<file path="config.mk">
export PLATFORM = sky130hd
export DESIGN_NAME = rom_adder_display
export DESIGN_NICKNAME = d
export VERILOG_FILES = /design/src/rtl/rom_adder_display_pkg.sv /design/src/rtl/rom_adder_display_scanner.sv /design/src/rtl/rom_adder_display.sv
export SDC_FILE = /design/constraint.sdc
export NUM_CORES = 1
export LEC_CHECK = 0
export CORE_ASPECT_RATIO = 1.1
export CORE_MARGIN = 2
export CORE_UTILIZATION = 40
export CTS_CLUSTER_DIAMETER = 200
export CTS_CLUSTER_SIZE = 10
export DETAILED_ROUTE_END_ITERATION = 6
export GPL_TIMING_DRIVEN = 0
export RECOVER_POWER = 25
export REMOVE_ABC_BUFFERS = 1
export SETUP_SLACK_MARGIN = 0.5
export SYNTH_ARGS = -nofsm -noshare
export SYNTH_HDL_FRONTEND = slang
export SYNTH_SLANG_ARGS = --single-unit
export TNS_END_PERCENT = 100
</file>
<file path="constraint.sdc">
create_clock -name CLK100MHZ -period 3 [get_ports CLK100MHZ]
set_input_delay 0.6 -clock CLK100MHZ [delete_from_list [all_inputs] [get_ports CLK100MHZ]]
set_output_delay 0.6 -clock CLK100MHZ [all_outputs]
set_load 0.05 [all_outputs]
</file>
<file path="src/rtl/rom_adder_display_pkg.sv">
// Shared definitions for the ROM adder display: FSM encoding, BCD sizing and the
// active-low seven-segment font.
package rom_adder_display_pkg;

    typedef enum logic [1:0] {
        ST_IDLE   = 2'd0,
        ST_LOOKUP = 2'd1,
        ST_SHIFT  = 2'd2,
        ST_DONE   = 2'd3
    } state_t;

    // Three nibbles cover the largest sum, 63 + 63 = 126.
    localparam int BCD_NIBBLES = 3;
    localparam int BCD_W       = 4 * BCD_NIBBLES;

    // Segment order {g,f,e,d,c,b,a}, a zero lights the segment.
    localparam logic [6:0] SEG_0     = 7'b1000000;
    localparam logic [6:0] SEG_1     = 7'b1111001;
    localparam logic [6:0] SEG_2     = 7'b0100100;
    localparam logic [6:0] SEG_3     = 7'b0110000;
    localparam logic [6:0] SEG_4     = 7'b0011001;
    localparam logic [6:0] SEG_5     = 7'b0010010;
    localparam logic [6:0] SEG_6     = 7'b0000010;
    localparam logic [6:0] SEG_7     = 7'b1111000;
    localparam logic [6:0] SEG_8     = 7'b0000000;
    localparam logic [6:0] SEG_9     = 7'b0010000;
    localparam logic [6:0] SEG_BLANK = 7'b1111111;
    localparam logic [6:0] SEG_DASH  = 7'b0111111;

    function automatic logic [6:0] seg_font(input logic [3:0] nib);
        logic [6:0] s;
        case (nib)
            4'd0:    s = SEG_0;
            4'd1:    s = SEG_1;
            4'd2:    s = SEG_2;
            4'd3:    s = SEG_3;
            4'd4:    s = SEG_4;
            4'd5:    s = SEG_5;
            4'd6:    s = SEG_6;
            4'd7:    s = SEG_7;
            4'd8:    s = SEG_8;
            4'd9:    s = SEG_9;
            default: s = SEG_BLANK;
        endcase
        return s;
    endfunction

endpackage

</file>
<file path="src/rtl/rom_adder_display_scanner.sv">
// Multiplexed seven-segment scanner: refresh divider, digit rotation, leading-zero
// blanking and overflow dashes. SEG and AN are registered together.
module seg7_scanner
    import rom_adder_display_pkg::*;
#(
    parameter int DIGITS      = 2,
    parameter int REFRESH_DIV = 100000
) (
    input  logic             CLK100MHZ,
    input  logic             RST,
    input  logic [BCD_W-1:0] disp_bcd,
    output logic             OVF,
    output logic [6:0]       SEG,
    output logic [7:0]       AN
);

    localparam int CNT_W = $clog2(REFRESH_DIV);

    logic [CNT_W-1:0]       cnt_reg;
    logic [2:0]             idx_reg;
    logic [6:0]             seg_reg, seg_next;
    logic [7:0]             an_reg, an_next;
    logic [31:0]            bcd_ext;
    logic [6:0]             digit_seg [8];
    logic [BCD_NIBBLES-1:0] ovf_bits;

    assign bcd_ext = {{(32-BCD_W){1'b0}}, disp_bcd};

    // Any nonzero nibble that has no digit position to live in means overflow.
    for (genvar gi = 0; gi < BCD_NIBBLES; gi++) begin : g_ovf
        if (gi >= DIGITS) begin : g_hidden
            assign ovf_bits[gi] = |disp_bcd[4*gi +: 4];
        end else begin : g_shown
            assign ovf_bits[gi] = 1'b0;
        end
    end
    assign OVF = |ovf_bits;

    for (genvar gi = 0; gi < 8; gi++) begin : g_digit
        logic hi_zero;
        assign hi_zero = (bcd_ext >> (4*gi)) == 32'd0;
        assign digit_seg[gi] = OVF                 ? SEG_DASH  :
                               (gi > 0 && hi_zero) ? SEG_BLANK :
                               seg_font(bcd_ext[4*gi +: 4]);
    end

    always_comb begin
        seg_next         = digit_seg[idx_reg];
        an_next          = 8'hFF;
        an_next[idx_reg] = 1'b0;
    end

    always_ff @(posedge CLK100MHZ or posedge RST) begin
        if (RST) begin
            cnt_reg <= '0;
            idx_reg <= 3'd0;
            seg_reg <= SEG_BLANK;
            an_reg  <= 8'hFF;
        end else begin
            seg_reg <= seg_next;
            an_reg  <= an_next;
            if (cnt_reg == CNT_W'(REFRESH_DIV - 1)) begin
                cnt_reg <= '0;
                idx_reg <= (idx_reg == 3'(DIGITS - 1)) ? 3'd0 : idx_reg + 3'd1;
            end else begin
                cnt_reg <= cnt_reg + 1'b1;
            end
        end
    end

    assign SEG = seg_reg;
    assign AN  = an_reg;

endmodule

</file>
<file path="src/rtl/rom_adder_display.sv">
// Switch adder board block: synchronised operands, ROM sum table, sequential
// double-dabble to BCD, and a multiplexed seven-segment display.
module rom_adder_display
    import rom_adder_display_pkg::*;
#(
    parameter int WIDTH       = 4,
    parameter int DIGITS      = 2,
    parameter int REFRESH_DIV = 100000
) (
    input  logic               CLK100MHZ,
    input  logic               RST,
    input  logic [2*WIDTH-1:0] SW,
    output logic [6:0]         SEG,
    output logic [7:0]         AN,
    output logic               OVF,
    output logic               BUSY
);

    localparam int SUM_W     = WIDTH + 1;
    localparam int SR_W      = BCD_W + SUM_W;
    localparam int ROM_DEPTH = 2 ** (2 * WIDTH);

    logic [2*WIDTH-1:0] sw_meta_reg, sw_s_reg, op_reg;
    logic [SUM_W-1:0]   rom [ROM_DEPTH];
    logic [SUM_W-1:0]   rom_q_reg;
    logic [SR_W-1:0]    sr_reg;
    logic [BCD_W-1:0]   disp_bcd_reg;
    logic [3:0]         iter_reg;
    logic               lookup_ready_reg;
    logic               busy_reg;
    state_t             state_reg;

    // Address is {B,A}; each entry holds A + B.
    for (genvar gi = 0; gi < ROM_DEPTH; gi++) begin : g_rom
        assign rom[gi] = SUM_W'(gi % (2 ** WIDTH)) + SUM_W'(gi / (2 ** WIDTH));
    end

    function automatic logic [SR_W-1:0] dabble_step(input logic [SR_W-1:0] v);
        logic [SR_W-1:0] t;
        t = v;
        for (int i = 0; i < BCD_NIBBLES; i++) begin
            if (t[SUM_W+4*i +: 4] >= 4'd5)
                t[SUM_W+4*i +: 4] = t[SUM_W+4*i +: 4] + 4'd3;
        end
        return t << 1;
    endfunction

    always_ff @(posedge CLK100MHZ or posedge RST) begin
        if (RST) begin
            sw_meta_reg <= '0;
            sw_s_reg    <= '0;
            rom_q_reg   <= '0;
        end else begin
            sw_meta_reg <= SW;
            sw_s_reg    <= sw_meta_reg;
            rom_q_reg   <= rom[op_reg];
        end
    end

    always_ff @(posedge CLK100MHZ or posedge RST) begin
        if (RST) begin
            state_reg        <= ST_IDLE;
            op_reg           <= '0;
            sr_reg           <= '0;
            disp_bcd_reg     <= '0;
            iter_reg         <= 4'd0;
            lookup_ready_reg <= 1'b0;
            busy_reg         <= 1'b0;
        end else begin
            case (state_reg)
                ST_IDLE: begin
                    if (sw_s_reg != op_reg) begin
                        op_reg           <= sw_s_reg;
                        lookup_ready_reg <= 1'b0;
                        busy_reg         <= 1'b1;
                        state_reg        <= ST_LOOKUP;
                    end
                end
                ST_LOOKUP: begin
                    // First cycle lets the registered ROM read settle on the new op.
                    if (!lookup_ready_reg) begin
                        lookup_ready_reg <= 1'b1;
                    end else begin
                        sr_reg    <= {{BCD_W{1'b0}}, rom_q_reg};
                        iter_reg  <= 4'd0;
                        state_reg <= ST_SHIFT;
                    end
                end
                ST_SHIFT: begin
                    sr_reg   <= dabble_step(sr_reg);
                    iter_reg <= iter_reg + 4'd1;
                    if (iter_reg == 4'(WIDTH))
                        state_reg <= ST_DONE;
                end
                ST_DONE: begin
                    disp_bcd_reg <= sr_reg[SR_W-1 -: BCD_W];
                    busy_reg     <= 1'b0;
                    state_reg    <= ST_IDLE;
                end
                default: state_reg <= ST_IDLE;
            endcase
        end
    end

    assign BUSY = busy_reg;

    seg7_scanner #(
        .DIGITS      (DIGITS),
        .REFRESH_DIV (REFRESH_DIV)
    ) u_scanner (
        .CLK100MHZ (CLK100MHZ),
        .RST       (RST),
        .disp_bcd  (disp_bcd_reg),
        .OVF       (OVF),
        .SEG       (SEG),
        .AN        (AN)
    );

endmodule

</file>
Word level (Yosys, flattened, before mapping)

Memory sizes are Yosys's and may differ from the RTL's. A register that Yosys moved wholly into a read port is not among the register bits.
Cells that the tools add are included.
Widths: inputs -> output; s select.

Register bits after elaboration: 96
Bits in read-only memories: 1,616
Input bits: 10
Output and inout port bits: 17
Logic and storage cells: 83
Memories kept: 4

$add $sub $neg: 6
$lt $le $gt $ge: 6
Eq/ne operators: 10
Mux-type cells: 28
Bitwise operators: 3
Reduce and logical (&&, ||, !) cells: 13

Memories:

| memory          | depth | bits a word | rd ports | clocked after Yosys merged registers in | wr ports | RTL line                    | source |
|---|---|---|---|---|---|---|---|
| (no name shown) | 256   | 5           | 1        | 1                                       | 0        | rom_adder_display.sv:56     | `rom_q_reg <= rom[op_reg];` |
| (no name shown) | 16    | 7           | 1        | 0                                       | 0        | rom_adder_display_pkg.sv:32 | `case (nib)` |
| (no name shown) | 16    | 7           | 1        | 0                                       | 0        | rom_adder_display_pkg.sv:32 |  |
| (no name shown) | 16    | 7           | 1        | 0                                       | 0        | rom_adder_display_pkg.sv:32 |  |

Operators by type and width:

| operator              | number |
|---|---|
| $logic_not 32->1      | 2 |
| $mux 7                | 8 |
| $mux 17               | 2 |
| $pmux 17 s2           | 1 |
| $bmux 7 s3            | 1 |
| $add 17x1->17 const B | 1 |
| $eq 17x17->1 const B  | 1 |
| $ge 4x3->1 const B    | 3 |
| $mux 4                | 3 |
| $not 8->9             | 1 |
| $add 4x2->4 const B   | 2 |
| $ne 8x8->1            | 1 |
| $not 8->8             | 1 |
| $pmux 2 s4            | 1 |
| $pmux 4 s2            | 1 |
| $reduce_and 2->1      | 4 |
| $mux 2                | 3 |
| $mux 3                | 2 |
| $ne 2x2->1 const B    | 3 |
| $reduce_bool 2->1     | 3 |
| $add 4x1->4 const B   | 1 |
| $eq 2x2->1 const B    | 2 |
| $eq 4x3->1 const B    | 1 |
| $ge 4x4->1 const B    | 1 |
| other kinds (14)      | 17 |

Longest topological paths before layout

Word-level depth: 6
Depth in mapped cells: 8
Mapped depth without buffers: 7

Cells and area by module

From an unflattened synthesis, not the netlist that was laid out.

Cell total of the unflattened synthesis: 504
Area total of the unflattened synthesis: 5,303.8 um^2

Modules (own cells, without submodules):

| module            | times used | cells each | area an instance (um^2) | seq. area each (um^2) |
|---|---|---|---|---|
| rom_adder_display | 1          | 318        | 3,444.6                 | 1,651.6 |
| seg7_scanner      | 1          | 186        | 1,859.3                 | 894.6 |

Worst setup path before layout

No wires, ideal clock.

Path type: flip-flop to output port
Start: reg disp_bcd_reg[8]
End: out OVF
Data arrival time: 1.252 ns
Data required time: 2.400 ns
Slack: 1.148 ns
Stages on the path, launching flop included: 3
Path buffers: 0
Cell sequence: dfrtp_1 -> nor4_1 -> inv_1

Word-level cells in the longest chain between the ends: 1

Ends and longest elaborated chain:

| element                  | RTL line                        | source |
|---|---|---|
| start: declaration       | rom_adder_display.sv:27         | `logic [BCD_W-1:0] disp_bcd_reg;` |
| start signal: assignment | rom_adder_display.sv:96         | `disp_bcd_reg <= sr_reg[SR_W-1 -: BCD_W];` |
| $reduce_or 4->1          | rom_adder_display_scanner.sv:32 | `assign ovf_bits[gi] = \|disp_bcd[4*gi +: 4];` |
| end: declaration         | rom_adder_display.sv:15         | `output logic OVF,` |

Every way passes these cells.

Final worst setup path

Ends and elaborated chain as after synthesis.

==> metrics.txt <==
worst slew margin relative to its limit=-0.192; number of detailed-route iterations in the first pass=4; initial antenna violation count=0; Seq/Total Area, Yosys=0.496; Synth async-reset ratio=1.00; Max Buffers Root-to-Sink=2; Worst VDD drop=786 uV; shortest period the worst path allows=2290 ps; share of the synthesized area in compound gates (AO/OA/AOI/OAI)=0.131; setup repair after global routing missed its margin=false; Setup CP Type=reg2out; share of synthesized cell area in full adder, half adder and majority cells=0.0823; Yosys reg bits=101; y dimension of the die=123 um; worst hold margin=349 ps; vias=3574; endpoints failing setup=0; number of DRC violations after detailed routing=0; startpoint of the worst register-to-register path=op_reg[4]; clk_skew=7.50 ps; share of synthesized cell area in and, or, nand and nor gates=0.148; mux cell area share after synthesis=0.0463; status=complete, but fails checks; total number of nets in the final design=554; required time of the worst setup path=2400 ps; leakage power total=2.53 nW; Worst Setup Start Kind=flip-flop; Max Cap Violations=1; Final HPWL DP=6400 um; total number of yosys warnings=0; Reg2Reg Setup Slack=780 ps; H-tree Lvls=3; cell count after synthesis=497; predominant post-synthesis flop cell=sky130_fd_sc_hd__dfrtp_1; fraction of layout instances using a drive strength above 1=0.116; most area-hungry cell type in the Yosys netlist=sky130_fd_sc_hd__dfrtp_1; Hold Crit Class=reg2reg; pin count of the biggest net entering global routing=64; Placer Congestion=0.779; clock transition at the registers of the reported paths=60 ps; worst path setup slack after routing=709 ps; busiest grt layer=met2; GRT Residual Overflow=0; number of buffers inserted during clock tree synthesis=9; leading cell types by total area after synthesis=sky130_fd_sc_hd__dfrtp_1 42%, sky130_fd_sc_hd__ha_1 8.0%, sky130_fd_sc_hd__dfstp_2 7.7%, sky130_fd_sc_hd__mux2_2 3.9%, sky130_fd_sc_hd__o21ai_0 3.5%; slew at the pin with the worst max-slew slack=1780 ps; DIE AREA=13800 sq um; standard-cell rows=43; Yosys cell types=59; power density normalized to cell area=1070 nW/um^2; endpoint kind of the worst setup timing path=output port; mean routed wirelength per cell=13.9 um; worst reg-to-reg path cell count=4; mean number of vias per cell=5.31; placeable core region=12600 sq um; max-slew violation total from the final report=39; f_max=437 MHz; number of cells on the worst hold path=0; count of port buffers added during placement=26; count of pins on the block boundary=27; vias in the first global route=3468; met3 Track Usage GR=0.0326; post-placement setup slack=368 ps; first-pass GRT wire length=16100 um; share of Yosys cell area claimed by the top area cell type=0.419; cell total after placement=657; Die Width=112 um; Final Core Density=0.464; Layout Cells excl Fill=673; antenna diode count=0; Post-Synth XOR/XNOR Area=0.0524; Final period util=0.764; R2R Path End=op_reg[3]; violations in the final reports=capacitance limit, slew limit; TritonCTS clock tree=built; clock sink total=101; relative area change from synthesis to final layout=13.6%; drt first-iter violations=193; worst hold path endpoint=sw_s_reg[5]; global-route usage over all layers=0.144; largest family of logic cells by synthesized area=simple AND/OR/NAND/NOR gates; met2 demand-to-capacity share in global routing=0.239; hold violation count in the final report=0; fill count=1187; post-route ant nets=0; met1 Usage GRT=0.187; HP Start=sw_meta_reg[5]; Max Fanout on Critical Path=5; arrival time of the worst setup path=1690 ps; clk root buf=sky130_fd_sc_hd__clkbuf_16; number of flops mapped to enable cells by yosys=0; average size of a mapped cell=10.3 sq um; total wire length=9360 um; Synth Cell Area=5140 sq um; clock insertion delay at the later pin of the skew report=350 ps; initial core utilization=0.408
## timing repair
action	CTS	global route
hold buffers	0	0
buffers inserted	0	0
endpoints found under the setup margin	1	2
pin swaps	0	0
gates cloned	0	0
resized for setup	2	2
## stage by stage
step | setup TNS [ps] | cell area (sq um) | total power [W]
2_1_floorplan | -19120 | 5020 | 0.00431
3_3_place_gp | -148690 | 5470 | 0.00492
3_5_place_dp | 0 | 5500 | 0.00503
4_1_cts | 0 | 5830 | 0.00626
5_1_grt | 0 | 5840 | 0.00675
6_report | 0 | 5840 | 0.00622
## area by class of cell
type                    instances  area, sq um  share of cell area
flip-flops and latches        101         2550               0.437
clock buffers                  14          308              0.0527
clock inverters                 2         10.0             0.00172
repair buffers                 27          287              0.0491
inverters                      29          110              0.0189
well taps                     157          196              0.0337
multi-input cells             343         2380               0.407
## routing by layer
metal,vias up,wire length [um]
met3,13,335
met4,0,155
met1,1753,4270
li1,1757,-
met5,-,0
met2,51,4600
## worst max-delay path, cell delays in order, from the launching register on
cell and delay (ps):
sky130_fd_sc_hd__dfrtp_1 400, sky130_fd_sc_hd__nor4_4 410, sky130_fd_sc_hd__inv_1 100, sky130_fd_sc_hd__dlygate4sd2_1 440
## Yosys cell counts (all sizes together) (10+ instances only)
library cell and instances:
a21oi 27, buf 11, clkbuf 13, dfrtp 86, dfstp 15, ha 33, inv 29, mux2 19
nand2 36, nand3 14, nand4 10, nor2 35, o21ai 38, o22ai 12, xnor2 20
## worst max path at each step
| stage | startpoint | endpoint | cells after the start |
|---|---|---|---|
| floorplan | RST | BUSY | 1 |
| global placement | RST | u_scanner.idx_reg[2] | 2 |
| detailed placement | disp_bcd_reg[8] | OVF | 3 |
| CTS | disp_bcd_reg[8] | OVF | 3 |
| global route | RST | u_scanner.SEG[2] | 3 |
| finish | disp_bcd_reg[8] | OVF | 3 |
## power breakdown
part	internal [W]	leakage (nW)	switching (W)	total [W]
clock	0.000713	0.158	0.000498	0.00121
combinational	0.00120	1.13	0.00155	0.00274
sequential	0.00177	1.24	0.000499	0.00227
## logic make-up (layout without fill, tap and decap cells)
logic type,count (synthesis),after routing
and+or+nand+nor,148,148
buffers and inverters,53,72
AOI/OAI and AO/OA,111,111
DFF,101,101
xor gates and xnor gates,29,29
muxes,21,21
adders and majority gates,34,34
## cells in the final DEF, fill, tap and decap left out, drive strengths merged, types with 2 or more instances in the layout
cell and count:
xor2 9, dlygate4sd3 9, clkinv 2, mux2 19
o22ai 12, inv 28, nor2 35, dfstp 15
a31oi 6, and2 2, and3 6, nand2b 9
o21ai 38, o21a 2, clkbuf 14, nand4 10
a21oi 27, a22o 2, nand2 36, nand3b 3
or3 4, nor3 9, dfrtp 86, nor4 2
nor3b 2, mux2i 2, and4 3, ha 33
o211ai 6, o221ai 3, a211oi 4, nand3 14
xnor2 20, nor2b 9, clkdlybuf4s50 16
(Power assumes the default switching activity.)
